### src/rtl/nvram_pkg.sv
// Shared types and constants for the NVRAM upload controller and its quiet timer.
package nvram_pkg;
    typedef enum logic [1:0] {IDLE, ISSUE, WAITD, DONE} upl_state_t;
    localparam logic [7:0] NV_INDEX_DEFAULT = 8'd4;
    localparam logic [7:0] OOR_FILL         = 8'hFF;
endpackage

### src/rtl/nvram_quiet_timer.sv
// Autosave quiet timer: reloads on every CMOS write, counts down while enabled,
// and emits a single save pulse per write burst.
module nvram_quiet_timer #(
    parameter logic [23:0] QUIET_CYC = 24'd4_000_000
) (
    input  logic clk,
    input  logic rst,
    input  logic i_reload,
    input  logic i_run,
    output logic o_pulse
);
    logic [23:0] r_cnt;
    logic        r_armed;
    logic        r_pulse;

    always_ff @(posedge clk or posedge rst) begin
        if (rst) begin
            r_cnt   <= '0;
            r_armed <= 1'b0;
            r_pulse <= 1'b0;
        end else begin
            r_pulse <= 1'b0;
            if (i_reload) begin
                r_cnt   <= QUIET_CYC;
                r_armed <= 1'b1;
            end else if (i_run && r_armed) begin
                // Disarm after firing so a quiet period yields only one request.
                if (r_cnt <= 24'd1) begin
                    r_cnt   <= '0;
                    r_armed <= 1'b0;
                    r_pulse <= 1'b1;
                end else begin
                    r_cnt <= r_cnt - 24'd1;
                end
            end
        end
    end

    assign o_pulse = r_pulse;
endmodule

### src/rtl/nvram_upload_ctrl.sv
// Serves the NVRAM image to the HPS over the ioctl upload channel and tracks dirtiness.
// Optional autosave request generation is enabled with NVRAM_AUTOSAVE_EN.
module nvram_upload_ctrl
    import nvram_pkg::*;
#(
    parameter int          AW        = 10,
    parameter logic [7:0]  NV_INDEX  = NV_INDEX_DEFAULT,
    parameter int          RD_LAT    = 1,
    parameter logic [23:0] QUIET_CYC = 24'd4_000_000
) (
    input  logic          clk_sys,
    input  logic          reset,
    input  logic          ioctl_upload,
    input  logic [7:0]    ioctl_index,
    input  logic          ioctl_rd,
    input  logic [24:0]   ioctl_addr,
    output logic [7:0]    ioctl_din,
    output logic          ioctl_wait,
    output logic [AW-1:0] nv_addr,
    output logic          nv_rd,
    input  logic [7:0]    nv_q,
    input  logic          cpu_nv_we,
    output logic          nv_dirty,
    output logic          save_req,
    output upl_state_t    dbg_state
);
    localparam int             CW       = AW + 1;
    localparam logic [CW-1:0]  FULL     = {1'b1, {AW{1'b0}}};
    localparam logic [1:0]     LAT_INIT = 2'(RD_LAT);

    upl_state_t    r_state;
    upl_state_t    w_next;
    logic [24:0]   r_addr;
    logic [1:0]    r_lat;
    logic          r_wait;
    logic [7:0]    r_din;
    logic [AW-1:0] r_nv_addr;
    logic [CW-1:0] r_cnt;
    logic          r_active_q;
    logic          r_dirty;
    logic          w_active;
    logic          w_start;
    logic          w_in_range;
    logic          w_rise;
    logic          w_fall;
    logic          w_nv_rd;

    assign w_active   = ioctl_upload && (ioctl_index == NV_INDEX);
    assign w_start    = (r_state == IDLE) && ioctl_rd && w_active;
    assign w_in_range = (r_addr[24:AW] == '0);
    assign w_rise     = w_active && !r_active_q;
    assign w_fall     = !w_active && r_active_q;

    always_ff @(posedge clk_sys or posedge reset) begin
        if (reset) r_state <= IDLE;
        else       r_state <= w_next;
    end

    // Losing the upload overrides every state so a mid-fetch abort never latches data.
    always_comb begin
        w_next  = r_state;
        w_nv_rd = 1'b0;
        if (!w_active) begin
            w_next = IDLE;
        end else begin
            case (r_state)
                IDLE:    if (ioctl_rd) w_next = ISSUE;
                ISSUE: begin
                    w_nv_rd = w_in_range;
                    w_next  = w_in_range ? WAITD : DONE;
                end
                WAITD:   if (r_lat == 2'd1) w_next = DONE;
                DONE:    w_next = IDLE;
                default: w_next = IDLE;
            endcase
        end
    end

    always_ff @(posedge clk_sys or posedge reset) begin
        if (reset) begin
            r_addr     <= '0;
            r_lat      <= '0;
            r_wait     <= 1'b0;
            r_din      <= 8'h00;
            r_nv_addr  <= '0;
            r_cnt      <= '0;
            r_active_q <= 1'b0;
            r_dirty    <= 1'b0;
        end else begin
            r_active_q <= w_active;
            r_wait     <= (w_next == ISSUE) || (w_next == WAITD);
            if (w_start) begin
                r_addr <= ioctl_addr;
                if (ioctl_addr[24:AW] == '0) r_nv_addr <= ioctl_addr[AW-1:0];
            end
            if (r_state == ISSUE)      r_lat <= LAT_INIT;
            else if (r_state == WAITD) r_lat <= r_lat - 2'd1;
            if (w_next == DONE && r_state == ISSUE)      r_din <= OOR_FILL;
            else if (w_next == DONE && r_state == WAITD) r_din <= nv_q;
            // Only strictly sequential bytes count toward a complete image.
            if (w_rise)
                r_cnt <= '0;
            else if (r_state == DONE && w_active && r_cnt != FULL &&
                     r_addr == {{(25-CW){1'b0}}, r_cnt})
                r_cnt <= r_cnt + 1'b1;
            if (cpu_nv_we)                     r_dirty <= 1'b1;
            else if (w_fall && r_cnt == FULL)  r_dirty <= 1'b0;
        end
    end

    // Handshake: ioctl_rd is a one-cycle request; ioctl_wait is high from that cycle
    // until ioctl_din holds the requested byte, and the HPS samples data once it falls.
    assign ioctl_wait = r_wait || w_start;
    assign ioctl_din  = r_din;
    assign nv_addr    = r_nv_addr;
    assign nv_rd      = w_nv_rd;
    assign nv_dirty   = r_dirty;
    assign dbg_state  = r_state;

`ifdef NVRAM_AUTOSAVE_EN
    nvram_quiet_timer #(
        .QUIET_CYC (QUIET_CYC)
    ) u_quiet_timer (
        .clk      (clk_sys),
        .rst      (reset),
        .i_reload (cpu_nv_we),
        .i_run    (r_dirty && !w_active),
        .o_pulse  (save_req)
    );
`else
    logic w_unused_cfg;
    assign w_unused_cfg = ^QUIET_CYC;
    assign save_req     = 1'b0;
`endif
endmodule

### config.mk
export PLATFORM = sky130hd
export DESIGN_NAME = nvram_upload_ctrl
export DESIGN_NICKNAME = d
export VERILOG_FILES = /design/src/rtl/nvram_pkg.sv /design/src/rtl/nvram_quiet_timer.sv /design/src/rtl/nvram_upload_ctrl.sv
export SDC_FILE = /design/constraint.sdc
export NUM_CORES = 1
export LEC_CHECK = 0
export CORE_ASPECT_RATIO = 1.5
export CORE_UTILIZATION = 45
export DETAILED_ROUTE_END_ITERATION = 10
export PLACE_DENSITY = 0.76
export SETUP_SLACK_MARGIN = 0.05
export SLEW_MARGIN = 10
export SYNTH_ARGS = -nofsm -noshare
export SYNTH_HDL_FRONTEND = slang
export SYNTH_HIERARCHICAL = 1
export SYNTH_SLANG_ARGS = --single-unit
### constraint.sdc
create_clock -name clk_sys -period 2.5 [get_ports clk_sys]
set_input_delay 0.625 -clock clk_sys [delete_from_list [all_inputs] [get_ports clk_sys]]
set_output_delay 0.625 -clock clk_sys [all_outputs]
set_load 0.02 [all_outputs]
==> impl_results.md <==
* Status: finished, final reports clean
* Most common cell after layout, fill and taps aside: dfrtp_1
* Compound-Gate Fraction of Synth Area at 9.67%
* Initial DRC Count at 96
* Worst R2R Path Depth at 9
* Initial antenna violation count at 0
* Worst EP arrival at around 1700 ps
* Max Slew Vio Count at 0
* Setup TNS at 0 ps
* Hold_buf cts at 0
* Starting Density at between 40% and 50%
* Leakage at between 0.0015 and 0.002 uW
* Post-Syn Area at just under 3000 um2
* GRT Total Usage at 22.2%
* WHS Path Cells at 1
* Clock buffer count from CTS at 9
* Cells along the critical path: dlygate4sd2_1, nor4b_2, nand3_1, inv_2, and3_4, or2_4, buf_6
* Number of synthesized flops with an enable pin at 0
* Vias at roughly 2300
* CP peak stage delay at 240 ps
* Overflow after GRT at 0
* Synth unique cells at 46
* RSZ-0062 raised after global routing: false
* Critical path class: in2out
* First-pass GRT wire length at ~11000 um
* Nets@finish at roughly 380
* HPWL Detailed at between 4000 and 5000 um
* Clk Tree Root Cell: clkbuf_8
* Final antenna-violating net count at 0
* Mux contribution to synthesized area at 13.5%
* Dominant cell type by area after synthesis: dfrtp_1
* Synth Area in Simple Gates at ~15%
* Core Area at 6220 um2
* Crit end category: output pin
* CTS tree: done
* Clock tree buffer depth at 2
* Levels on crit path at 7
* MaxCap Viol Count at 0
* Synth Net Count at around 300
* Finished Layout Cells at 406
* Final wirelength at around 6600 um
* Most frequent cells in the layout: 61 x dfrtp_1, 57 x clkdlybuf4s50_1, 35 x mux2_2
* Die X at between 60 and 70 um
* Port bufs at a little under 70
* Worst skew pair latency at around 340 ps
* F_max at roughly 0.42 GHz
* CP Buf/Inv Count at 3
* Endpoints failing hold at 0
* Largest net degree at the start of global routing at 38
* # setup viols final at 0
* Antenna cells at 0
* Final min period at around 2400 ps
* Top delay family on crit path: simple AND/OR/NAND/NOR gates
* Period utilisation layout at 94.5%
* DRT Pass-1 Iters at 4
* Vias/cell at around 5.6
* Die H at between 100 and 150 um
* CP Max Fanout at 3
* DR WL/cell at 16.2 um
* H-tree Lvls at 3
* Top_reg_cell synth: dfrtp_1
* Clk sinks at between 60 and 70
* Slowest stage cell, crit path: dlygate4sd2_1
* Yosys top cell area share at 52.2%
* Clock-pin transition on the worst setup and hold timing paths at around 60 ps
* WHS at between 400 and 500 ps
* Syn_area_per_cell at 12.0 um2
* Synth Area in Adders at under 10%
* Worst vdd ir at 0.414 mV
* Worst clock skew at ~8 ps
* DR DRC count at 0
* Asr flop ratio synth at between 90% and 100%
* Relative slew slack at approximately three fifths
* Layout cell share with drive strength beyond 1 at about a quarter
* XOR/XNOR Fraction of Synth Area at between 3 and 4%
* Crit path required time at around 1900 ps
* YS warnings at 6
* Post-Place Cells at 390
* Slew @ Worst Pin at around 570 ps
* Die footprint at 6830 um2
* Power Density at around 500 nW/um2
* Critical Path Start Type: primary input
* Post-synthesis sequential area ratio at approximately 52%
* GPL Wtd Cong at 0.970
* Post-Synthesis Cells at between 200 and 250
* Final Util at between 60% and 70%
* Top cells by area, synth: dfrtp_1 52%, mux2_2 13%, ha_1 3.4%
* P&R area growth vs syn at 36.9%
* Vias in the first global route at between 2000 and 2500
* HP Class: reg2reg
* Site row count at 35
* Io pins at 70
* Flops & latches, synth at 61
* Combinational family with the most area after synthesis: simple AND/OR/NAND/NOR gates
registers in the layout (all words and copies together), names as in the netlist, 2 cells and up:
signal / cells
r_addr: 25
r_lat: 2
r_cnt: 11
ioctl_din: 8
nv_addr: 10
dbg_state: 2
logic make-up after synthesis:
| kind of cell | after synthesis |
|---|---|
| adders and majority gates | 8 |
| DFF | 61 |
| muxes | 35 |
| other | 1 |
| xor gates and xnor gates | 11 |
| AOI/OAI and AO/OA | 38 |
| buffers and inverters | 22 |
| and+or+nand+nor | 67 |
synth_stat cells (3+ instances only):
master / instances
dfrtp_1: 61
mux2_2: 35
nand2_1: 11
xnor2_1: 11
inv_1: 10
nand4_1: 10
o22a_1: 9
ha_1: 8
nor2_1: 8
nor4_1: 7
a21oi_1: 6
buf_2: 5
clkbuf_1: 5
nand3_1: 5
nor3_1: 5
a31o_2: 4
o21ai_0: 3
timing repair:
item	4_1_cts	5_1_grt
setup endpoints to repair	20	19
gates resized for setup	24	4
pin swaps	5	3
buffers inserted	0	1
area by class of cell:
class,instances,area (um2)
Fill cell,511,2220
Clock buffer,10,138
Multi-Input combinational cell,160,1340
Sequential cell,61,1530
Timing Repair Buffer,85,840
Inverter,11,41.3
Tap cell,74,92.6
Clock inverter,5,27.5
where the power goes:
group          switching [uW]  internal [uW]  leakage, uW
registers                28.1           1010     0.000807
logic                     106            125     0.000946
clock network             376            373    0.0000877
total                     509           1510      0.00184
layer usage:
metal  vias up  part of all wire (%)  GRT usage [%]
met2        67                    52           36.6
met5         -                     0              0
li1       1066                     -              -
met1      1115                    41           26.9
met4         0                   2.5           9.62
met3        18                   4.6           5.66
worst paths after layout:
path,from,slack (ps),to
setup / recovery,ioctl_index[7],140,ioctl_wait
hold / removal,nv_dirty$_DFFE_PP0P_,480,nv_dirty$_DFFE_PP0P_
setup reg to reg,r_addr[21]$_DFFE_PP0P_,270,ioctl_din[2]$_DFFE_PP0P_
hold reg to reg,nv_dirty$_DFFE_PP0P_,480,nv_dirty$_DFFE_PP0P_
max in group asynchronous,reset,1400,nv_addr[8]$_DFFE_PP0P_
min in group asynchronous,reset,580,nv_addr[5]$_DFFE_PP0P_
worst register-to-register path, delay by kind of cell (launching register included):
| kind | cells | cell delay, ps |
|---|---|---|
| compound gates | 4 | 640 |
| fa+ha+maj | 1 | 250 |
| buf+inv | 2 | 330 |
| flops | 1 | 390 |
| simple gates | 2 | 520 |
per-stage QoR:
step | cell area, um2 | setup slack, ps | total power, uW
finish | 4000 | 137 | 2020
global placement | 3800 | -565 | 1280
detailed placement | 3800 | -589 | 1290
floorplan | 2930 | 52.8 | 1160
global route | 4000 | 45.8 | 2100
CTS | 3980 | 60.5 | 2040
Power figures use the tool's default switching activity.
